==> config.mk <==
export PLATFORM = sky130hd
export DESIGN_NAME = sram_bank_arbiter_flat
export DESIGN_NICKNAME = d
export VERILOG_FILES = /design/src/rtl/sram_arb_pkg.sv /design/src/rtl/sram_bank_arbiter_if.sv /design/src/rtl/rr_arbiter.sv /design/src/rtl/sram_bank_arbiter.sv /design/src/flat_wrapper.sv
export SDC_FILE = /design/constraint.sdc
export NUM_CORES = 1
export LEC_CHECK = 0
export CAP_MARGIN = 15
export CORE_AREA = 2 2 102 104
export DETAILED_ROUTE_END_ITERATION = 10
export DIE_AREA = 0 0 104 106
export PLACE_DENSITY = 0.6
export SETUP_SLACK_MARGIN = 0.05
export SLEW_MARGIN = 20
export SYNTH_ARGS = -nofsm -noshare
export SYNTH_HDL_FRONTEND = slang
export SYNTH_SLANG_ARGS = --single-unit
==> constraint.sdc <==
create_clock -name clk_i -period 3.3 [get_ports clk_i]
set_input_delay 0.495 -clock clk_i [delete_from_list [all_inputs] [get_ports clk_i]]
set_output_delay 0.495 -clock clk_i [all_outputs]
set_load 0.05 [all_outputs]
==> src/rtl/sram_arb_pkg.sv <==
// Shared types and default sizes for the SRAM bank arbiter.
package sram_arb_pkg;

   localparam int unsigned DefaultNumWords = 8192;
   localparam int unsigned DataWidth       = 32;
   localparam int unsigned StrbWidth       = DataWidth / 8;

   typedef enum logic [2:0] {
      ST_ACTIVE = 3'd0,
      ST_DRAIN  = 3'd1,
      ST_GATE   = 3'd2,
      ST_SLEEP  = 3'd3,
      ST_WAKE   = 3'd4
   } state_e;

endpackage

==> src/rtl/sram_bank_arbiter_if.sv <==
// Requester-side bus of the SRAM bank arbiter: per-port request, grant and response.
interface sram_bank_arbiter_if #(
   parameter int unsigned NumPorts  = 2,
   parameter int unsigned AddrWidth = $clog2(sram_arb_pkg::DefaultNumWords)
);
   import sram_arb_pkg::*;

   logic [NumPorts-1:0]                 req_i;
   logic [NumPorts-1:0]                 we_i;
   logic [NumPorts-1:0][AddrWidth-1:0]  addr_i;
   logic [NumPorts-1:0][DataWidth-1:0]  wdata_i;
   logic [NumPorts-1:0][StrbWidth-1:0]  be_i;
   logic [NumPorts-1:0]                 gnt_o;
   logic [NumPorts-1:0]                 rvalid_o;
   logic [NumPorts-1:0][DataWidth-1:0]  rdata_o;

   modport master (
      output req_i, we_i, addr_i, wdata_i, be_i,
      input  gnt_o, rvalid_o, rdata_o
   );

   modport slave (
      input  req_i, we_i, addr_i, wdata_i, be_i,
      output gnt_o, rvalid_o, rdata_o
   );

endinterface

==> src/rtl/rr_arbiter.sv <==
// Round-robin pick: the first requesting port at or after ptr, wrapping modulo NumPorts.
module rr_arbiter #(
   parameter int unsigned NumPorts = 2,
   parameter int unsigned IdxWidth = $clog2(NumPorts)
) (
   input  logic [NumPorts-1:0] req,
   input  logic [IdxWidth-1:0] ptr,
   output logic [NumPorts-1:0] gnt,
   output logic [IdxWidth-1:0] idx
);

   logic        found;
   int unsigned cand;

   always_comb begin
      gnt   = '0;
      idx   = '0;
      found = 1'b0;
      cand  = 0;
      for (int unsigned off = 0; off < NumPorts; off++) begin
         cand = (32'(ptr) + off) % NumPorts;
         if (!found && req[cand]) begin
            found     = 1'b1;
            gnt[cand] = 1'b1;
            idx       = IdxWidth'(cand);
         end
      end
   end

endmodule

==> src/rtl/sram_bank_arbiter.sv <==
// Shares one SRAM bank between NumPorts requesters with round-robin grants, and
// sequences the bank through drain, power-gate, sleep and wake on system request.
module sram_bank_arbiter
   import sram_arb_pkg::*;
#(
   parameter int unsigned NumPorts       = 2,
   parameter int unsigned NumWords       = DefaultNumWords,
   parameter int unsigned AddrWidth      = $clog2(NumWords),
   parameter bit          RetentiveSleep = 1'b1
) (
   input  logic                  clk_i,
   input  logic                  rst_i,
   sram_bank_arbiter_if.slave    bus,
   output logic                  mem_req_o,
   output logic                  mem_we_o,
   output logic [AddrWidth-1:0]  mem_addr_o,
   output logic [DataWidth-1:0]  mem_wdata_o,
   output logic [StrbWidth-1:0]  mem_be_o,
   input  logic [DataWidth-1:0]  mem_rdata_i,
   output logic                  mem_pwrgate_no,
   output logic                  mem_set_retentive_no,
   input  logic                  mem_pwrgate_ack_ni,
   input  logic                  sleep_req_i,
   output logic                  sleep_ack_o
);

   localparam int unsigned IdxWidth = $clog2(NumPorts);

   localparam logic [2:0] ACTIVE = ST_ACTIVE;
   localparam logic [2:0] DRAIN  = ST_DRAIN;
   localparam logic [2:0] GATE   = ST_GATE;
   localparam logic [2:0] SLEEP  = ST_SLEEP;
   localparam logic [2:0] WAKE   = ST_WAKE;

   logic [2:0]          state_reg, state_next;
   logic [IdxWidth-1:0] ptr_reg, ptr_next;
   logic [NumPorts-1:0] rvalid_reg;
   logic                wr_resp_reg;
   logic [NumPorts-1:0] arb_gnt, gnt;
   logic [IdxWidth-1:0] gnt_idx;
   logic                grant_en, powered_down;

   rr_arbiter #(
      .NumPorts (NumPorts)
   ) u_rr (
      .req (bus.req_i),
      .ptr (ptr_reg),
      .gnt (arb_gnt),
      .idx (gnt_idx)
   );

   // A sleep request in ACTIVE blocks the grant of that same cycle.
   assign grant_en  = (state_reg == ACTIVE) && !sleep_req_i;
   assign gnt       = grant_en ? arb_gnt : '0;
   assign bus.gnt_o = gnt;

   always_comb begin
      mem_req_o   = |gnt;
      mem_we_o    = 1'b0;
      mem_addr_o  = '0;
      mem_wdata_o = '0;
      mem_be_o    = '0;
      if (|gnt) begin
         mem_we_o    = bus.we_i[gnt_idx];
         mem_addr_o  = bus.addr_i[gnt_idx];
         mem_wdata_o = bus.wdata_i[gnt_idx];
         mem_be_o    = bus.be_i[gnt_idx];
      end
   end

   always_comb begin
      ptr_next = ptr_reg;
      if (|gnt) begin
         ptr_next = (32'(gnt_idx) == NumPorts - 1) ? '0 : gnt_idx + 1'b1;
      end
   end

   // Once the power-down sequence starts it always runs to SLEEP before waking.
   always_comb begin
      state_next = state_reg;
      case (state_reg)
         ACTIVE:  if (sleep_req_i)         state_next = DRAIN;
         DRAIN:                            state_next = GATE;
         GATE:    if (!mem_pwrgate_ack_ni) state_next = SLEEP;
         SLEEP:   if (!sleep_req_i)        state_next = WAKE;
         WAKE:    if (mem_pwrgate_ack_ni)  state_next = ACTIVE;
         default:                          state_next = ACTIVE;
      endcase
   end

   always_ff @(posedge clk_i) begin
      if (rst_i) begin
         state_reg   <= ACTIVE;
         ptr_reg     <= '0;
         rvalid_reg  <= '0;
         wr_resp_reg <= 1'b0;
      end else begin
         state_reg   <= state_next;
         ptr_reg     <= ptr_next;
         rvalid_reg  <= gnt;
         wr_resp_reg <= mem_we_o;
      end
   end

   assign bus.rvalid_o = rvalid_reg;

   generate
      for (genvar gi = 0; gi < NumPorts; gi++) begin : g_rdata
         assign bus.rdata_o[gi] = (rvalid_reg[gi] && !wr_resp_reg) ? mem_rdata_i : '0;
      end
   endgenerate

   // Reset releases power gating combinationally, without waiting for an edge.
   assign powered_down         = (state_reg == GATE) || (state_reg == SLEEP);
   assign mem_pwrgate_no       = rst_i || !powered_down;
   assign mem_set_retentive_no = rst_i || !(RetentiveSleep && powered_down);
   assign sleep_ack_o          = (state_reg == SLEEP);

endmodule

==> src/flat_wrapper.sv <==
// flat-port wrapper written by rule: the top's interface ports become plain ports
module sram_bank_arbiter_flat import sram_arb_pkg::*;
#(
   parameter int unsigned NumPorts       = 2,
   parameter int unsigned NumWords       = DefaultNumWords,
   parameter int unsigned AddrWidth      = $clog2(NumWords),
   parameter bit          RetentiveSleep = 1'b1
)
  (clk_i, rst_i, mem_req_o, mem_we_o, mem_addr_o, mem_wdata_o, mem_be_o, mem_rdata_i, mem_pwrgate_no, mem_set_retentive_no, mem_pwrgate_ack_ni, sleep_req_i, sleep_ack_o, bus_req_i, bus_we_i, bus_addr_i, bus_wdata_i, bus_be_i, bus_gnt_o, bus_rvalid_o, bus_rdata_o);
  sram_bank_arbiter_if #(.NumPorts(NumPorts), .AddrWidth(AddrWidth)) bus_i ();
  input  logic clk_i;
  input  logic rst_i;
  output logic mem_req_o;
  output logic mem_we_o;
  output logic [AddrWidth-1:0] mem_addr_o;
  output logic [DataWidth-1:0] mem_wdata_o;
  output logic [StrbWidth-1:0] mem_be_o;
  input  logic [DataWidth-1:0] mem_rdata_i;
  output logic mem_pwrgate_no;
  output logic mem_set_retentive_no;
  input  logic mem_pwrgate_ack_ni;
  input  logic sleep_req_i;
  output logic sleep_ack_o;
  input wire logic [$bits(bus_i.req_i)-1:0] bus_req_i;
  input wire logic [$bits(bus_i.we_i)-1:0] bus_we_i;
  input wire logic [$bits(bus_i.addr_i)-1:0] bus_addr_i;
  input wire logic [$bits(bus_i.wdata_i)-1:0] bus_wdata_i;
  input wire logic [$bits(bus_i.be_i)-1:0] bus_be_i;
  output wire logic [$bits(bus_i.gnt_o)-1:0] bus_gnt_o;
  output wire logic [$bits(bus_i.rvalid_o)-1:0] bus_rvalid_o;
  output wire logic [$bits(bus_i.rdata_o)-1:0] bus_rdata_o;
  assign bus_i.req_i = bus_req_i;
  assign bus_i.we_i = bus_we_i;
  assign bus_i.addr_i = bus_addr_i;
  assign bus_i.wdata_i = bus_wdata_i;
  assign bus_i.be_i = bus_be_i;
  assign bus_gnt_o = bus_i.gnt_o;
  assign bus_rvalid_o = bus_i.rvalid_o;
  assign bus_rdata_o = bus_i.rdata_o;
  sram_bank_arbiter #(.NumPorts(NumPorts), .NumWords(NumWords), .AddrWidth(AddrWidth), .RetentiveSleep(RetentiveSleep)) u_core (.clk_i(clk_i), .rst_i(rst_i), .bus(bus_i), .mem_req_o(mem_req_o), .mem_we_o(mem_we_o), .mem_addr_o(mem_addr_o), .mem_wdata_o(mem_wdata_o), .mem_be_o(mem_be_o), .mem_rdata_i(mem_rdata_i), .mem_pwrgate_no(mem_pwrgate_no), .mem_set_retentive_no(mem_set_retentive_no), .mem_pwrgate_ack_ni(mem_pwrgate_ack_ni), .sleep_req_i(sleep_req_i), .sleep_ack_o(sleep_ack_o));
endmodule
# Word level (Yosys, flattened, before mapping)
# Cells that the tools add are included.
[totals]
input_bits = 138
register_bits = 7
output_inout_bits = 122
word_cells = 69
[classes]
n_eq_ne = 8
mux = 34
n_bitwise = 1
reduce_logical = 15
n_lt_le_gt_ge = 5
n_addsub = 2
[ops]
columns = ["cell", "count"]
rows = [
  ["$mux 32", 5],
  ["$mux 13", 3],
  ["$pmux 3 s5", 1],
  ["$mux 1", 13],
  ["$mux 3", 4],
  ["$mux 4", 3],
  ["$ne 2x2->1 const B", 4],
  ["$eq 3x2->1 const B", 2],
  ["$logic_and 1x1->1", 6],
  ["$lt 1x2->1 const B", 3],
  ["$mux 2", 3],
  ["$logic_not 1->1", 4],
  ["$reduce_and 4->1", 1],
  ["$eq 3x1->1 const B", 1],
  ["$eq 3x3->1 const B", 1],
  ["$logic_not 3->1", 1],
  ["$add 1x1->1 const B", 2],
  ["$demux 1 s1", 2],
  ["$ge 1x1->1 const B", 2],
  ["$logic_or 1x1->1", 2],
  ["$or 2x2->2", 1],
  ["$reduce_or 2->1", 1],
]

# Longest topological paths before layout
[depth]
depth_word = 10
mapped_depth = 5
mapped_depth_nobuf = 3

# By module
# A second synthesis with hierarchy kept.
[hier_totals]
cells_unflattened = 220
area_unflattened_um2 = 1547.7
[by_module_without_submodules]
columns = ["mod", "cells_per_inst", "area_per_inst_um2", "n_inst", "seq_area_each_um2"]
rows = [
  ["sram_bank_arbiter", 216, 1517.7, 1, 140.1],
  ["rr_arbiter", 4, 30.0, 1, 0.0],
]

# Worst setup path before layout
# No wires, ideal clock.
[synth_path]
path_type = "input to output"
startpoint = "input bus_req_i[1]"
endpoint = "output mem_addr_o[0]"
n_path_buf = 2
path_slack_ps = 1036
t_arrival_ps = 1769
t_required_ps = 2805
cell_stages = 5
cell_sequence = "buf_2 -> a21boi_4 -> buf_2 -> a32oi_1 -> nor2_1"
[synth_between]
elab_chain_len = 9
word_cells_on_any_way = 17
cone_classes = "mux (13); bitwise (1); reduce/logical (3)"
[synth_lines]
columns = ["item", "line_no", "source"]
rows = [
  ["start: declaration", "flat_wrapper.sv:24", "input wire logic [$bits(bus_i.req_i)-1:0] bus_req_i;"],
  ["$mux 1 (implied by the code) (2 in series)", "rr_arbiter.sv:22", "if (!found && req[cand]) begin"],
  ["$mux 1", "rr_arbiter.sv:22", ""],
  ["$logic_not 1->1", "rr_arbiter.sv:22", ""],
  ["$logic_and 1x1->1", "rr_arbiter.sv:22", ""],
  ["$mux 1 or $mux 2 (tied branches)", "rr_arbiter.sv:22", ""],
  ["$mux 13 (implied by the code) or $mux 2 (tied branches)", "sram_bank_arbiter.sv:65, sram_bank_arbiter.sv:54", ""],
  ["$mux 13 (implied by the code) or $reduce_or 2->1 (tied branches)", "sram_bank_arbiter.sv:65, sram_bank_arbiter.sv:63", ""],
  ["$mux 13 (*)", "sram_bank_arbiter.sv:63", "if (|gnt) begin"],
  ["end: declaration", "flat_wrapper.sv:15", "output logic [AddrWidth-1:0] mem_addr_o;"],
]
# Mark *: on every way between the ends. The rest lies on a longest branch, timed or not. The select of a mux whose other input is x is not followed.

# Worst setup path in the final report
[layout_path]
startpoint = "input bus_req_i[0]"
endpoint = "output mem_wdata_o[6]"
[layout_between]
elab_chain_len = 9
word_cells_on_any_way = 17
cone_classes = "mux (13); bitwise (1); reduce/logical (3)"
[layout_lines]
columns = ["item", "line_no", "source"]
rows = [
  ["$mux 1 (implied by the code) (2 in series)", "rr_arbiter.sv:22", ""],
  ["$mux 1", "rr_arbiter.sv:22", ""],
  ["$logic_not 1->1", "rr_arbiter.sv:22", ""],
  ["$logic_and 1x1->1", "rr_arbiter.sv:22", ""],
  ["$mux 1 or $mux 2 (tied branches)", "rr_arbiter.sv:22", ""],
  ["$mux 32 (implied by the code) or $mux 2 (tied branches)", "sram_bank_arbiter.sv:66, sram_bank_arbiter.sv:54", ""],
  ["$mux 32 (implied by the code) or $reduce_or 2->1 (tied branches)", "sram_bank_arbiter.sv:66, sram_bank_arbiter.sv:63", ""],
  ["$mux 32 (*)", "sram_bank_arbiter.sv:63", ""],
  ["end: declaration", "flat_wrapper.sv:16", "output logic [DataWidth-1:0] mem_wdata_o;"],
]
# Marked as above.

==> results.sh <==
export IMPL_status="finished clean"
export IMPL_yosysUniqueCellTypes=27
export IMPL_crit_arrival_ps=2190
export IMPL_drv_cap=0
export IMPL_cts_buffer_depth=2
export IMPL_pwr_density_cell_mw_per_mm2=223
export IMPL_yosysWarnings=0
export IMPL_start_kind="input port"
export IMPL_leakage_nw=1.76
export IMPL_seqCellArea_um2=140
export IMPL_finalInstanceArea_mm2=0.00480
export IMPL_finClkSkew_ps=7.76
export IMPL_vias_per_cell=4.45
export IMPL_largest_reg_flops=3
export IMPL_cts_max_level=1
export IMPL_syn_inst=232
export IMPL_fp_coreArea_mm2=0.0100
export IMPL_grt_pass1_wl_um=13700
export IMPL_worst_path_buf_inv=3
export IMPL_synth_largest_area_cell="a32oi_1"
export IMPL_grt_overflow_total=0
export IMPL_tritoncts="built"
export IMPL_rrSetupSlack_ps=2010
export IMPL_whs_ps=572
export IMPL_layout_commonest_cell="clkdlybuf4s50_1"
export IMPL_io_pins=260
export IMPL_n_fill_cell=960
export IMPL_final_cell_mix="clkdlybuf4s50_1 (205), and2_1 (64), nor2_1 (57)"
export IMPL_vias=2703
export IMPL_min_path_cells=1
export IMPL_drc=0
export IMPL_multi_input_area_mm2=0.00123
export IMPL_min_to="u_core.ptr_reg"
export IMPL_postCtsSetupBuffers=0
export IMPL_postCtsHoldBufs=0
export IMPL_synth_top_cells_by_area="a32oi_1 (28%), and2_1 (26%), nor2_1 (14%), dfxtp_1 (9.1%), buf_2 (3.9%)"
export IMPL_cts_root_buf="clkbuf_8"
export IMPL_syn_to_final_growth_pct=211
export IMPL_diodes=0
export IMPL_crit_family="buffers and inverters"
export IMPL_post_cts_resized=0
export IMPL_endpoint_kind="output pin"
export IMPL_first_iter_violations=97
export IMPL_routed_wl_um=9020
export IMPL_grt_max_degree=56
export IMPL_gp_congestion=0.747
export IMPL_ys_ff_latch=7
export IMPL_port_buffers=259
export IMPL_yosysTopAreaCellShare=0.284
export IMPL_crit_fanout=36
export IMPL_clk_insertion_delay_late_ps=230
export IMPL_critPathKind="input port to output pin"
export IMPL_cts_buffers=3
export IMPL_die_w_um=104
export IMPL_wire_per_inst_um=14.8
export IMPL_dpl_cell_area_mm2=0.00475
export IMPL_min_from="u_core.ptr_reg"
export IMPL_grt_use_total=0.152
export IMPL_cp_common_cell="buf_12"
export IMPL_syn_nets=370
export IMPL_period_share=0.812
export IMPL_finalMaxSlewViolations=0
export IMPL_clock_sinks=7
export IMPL_drive_gt1_frac=0.153
export IMPL_peakVddDrop_uv=108
export IMPL_hold_path_class="register to register"
export IMPL_rr_worst_depth=3
export IMPL_start_util=0.154
export IMPL_grt_pass1_vias=2649
export IMPL_die_area_mm2=0.0110
export IMPL_firstDrtPassIters=4
export IMPL_nNetsFinal=611
export IMPL_yosysSeqAreaShare=0.0908
export IMPL_setup_tns_final_ps=0
export IMPL_slowest_stage="clkdlybuf4s50_1"
export IMPL_relSlewSlack=0.609
export IMPL_tightest_slew_ps=586
export IMPL_reg2reg_from="u_core.ptr_reg"
export IMPL_antenna_found_initial=1
export IMPL_slowest_delay_ps=510
export IMPL_synthesis_area_mm2=0.00154
export IMPL_setup_viol=0
export IMPL_fin_crit_ps=2680
export IMPL_worstPathRequired_ps=2800
export IMPL_path_cells="clkdlybuf4s50_1 > nand2b_2 > buf_12 > a32oi_1 > nor2_1 > buf_12"
export IMPL_rsz0062_at_grt="false"
export IMPL_fmax_ghz=0.373
export IMPL_die_h_um=106
export IMPL_clk_pin_slew_ps=40
export IMPL_critPathLaunch="bus_req_i[0]"
export IMPL_syn_avg_cell_area_um2=6.66
export IMPL_dp_final_hpwl_um=7590
export IMPL_std_cell_rows=37
export IMPL_postRouteAntennaNets=0
export IMPL_final_hold_viol_count=0
export IMPL_timing_rr_end="u_core.wr_resp_reg"
==> worst max-delay path by stage <==
stage                     slack [ps]  cells after the start        endpoint
after floorplan                 1040                      5   mem_addr_o[0]
after global placement           610                      6  mem_wdata_o[6]
after detailed placement         570                      6  mem_wdata_o[9]
after CTS                        580                      6  mem_wdata_o[9]
after global routing             530                      6  mem_wdata_o[6]
final                            620                      6  mem_wdata_o[6]
==> metrics by stage <==
step | util | total power [mW] | instances | worst slack, ps
final | 0.480 | 1.07 | 608 | 620
after global routing | 0.480 | 1.12 | 608 | 527
after CTS | 0.480 | 1.08 | 608 | 577
after detailed placement | 0.475 | 0.956 | 604 | 574
after global placement | 0.475 | 0.949 | 604 | 614
after floorplan | - | 0.502 | 232 | 1040
==> layer usage <==
layer | global-route usage | wire length (um)
met5 | 0 | 13
met4 | 0.0386 | 156
met3 | 0.0613 | 1080
met2 | 0.301 | 4680
met1 | 0.146 | 3100
==> synth_stat cells <==
| cell | instances |
|---|---|
| a21boi_4 | 1 |
| nor3_1 | 2 |
| a311oi_1 | 1 |
| and2_1 | 64 |
| nor2_2 | 1 |
| nor4_4 | 1 |
| clkbuf_1 | 10 |
| nor3b_1 | 1 |
| buf_6 | 5 |
| and3b_2 | 1 |
| a32oi_1 | 50 |
| nand2_1 | 3 |
| buf_2 | 12 |
| a211o_2 | 1 |
| and2_2 | 1 |
| buf_1 | 1 |
| nand3_1 | 1 |
| buf_4 | 2 |
| nor2_1 | 57 |
| dfxtp_1 | 7 |
| nor4_1 | 1 |
| a21oi_1 | 2 |
| a21boi_0 | 1 |
| nor2b_1 | 2 |
| nand2b_1 | 2 |
| nand3b_1 | 1 |
| nand2_2 | 1 |
==> logic make-up (layout without fill, tap and decap cells) <==
family                 after synthesis  count (layout)  synth area share
AND/OR/NAND/NOR                    139             139             0.478
flip-flops                           7               7            0.0908
buffers and inverters               30             270             0.112
AO/OA/AOI/OAI                       56              56             0.319
==> cell type report <==
class	count	share of cell area
Tap cell	136	0.0355
Multi-Input combinational cell	195	0.257
Clock buffer	4	0.00939
Sequential cell	7	0.0292
Timing Repair Buffer	266	0.669
==> power by group <==
part / internal [mW] / switching [mW] / total [mW]
Clock: 0.0838 / 0.0397 / 0.123
Combinational: 0.412 / 0.435 / 0.847
Sequential: 0.0904 / 0.00873 / 0.0992
Total: 0.586 / 0.483 / 1.07
No activity file was read; power rests on OpenSTA's default activity.
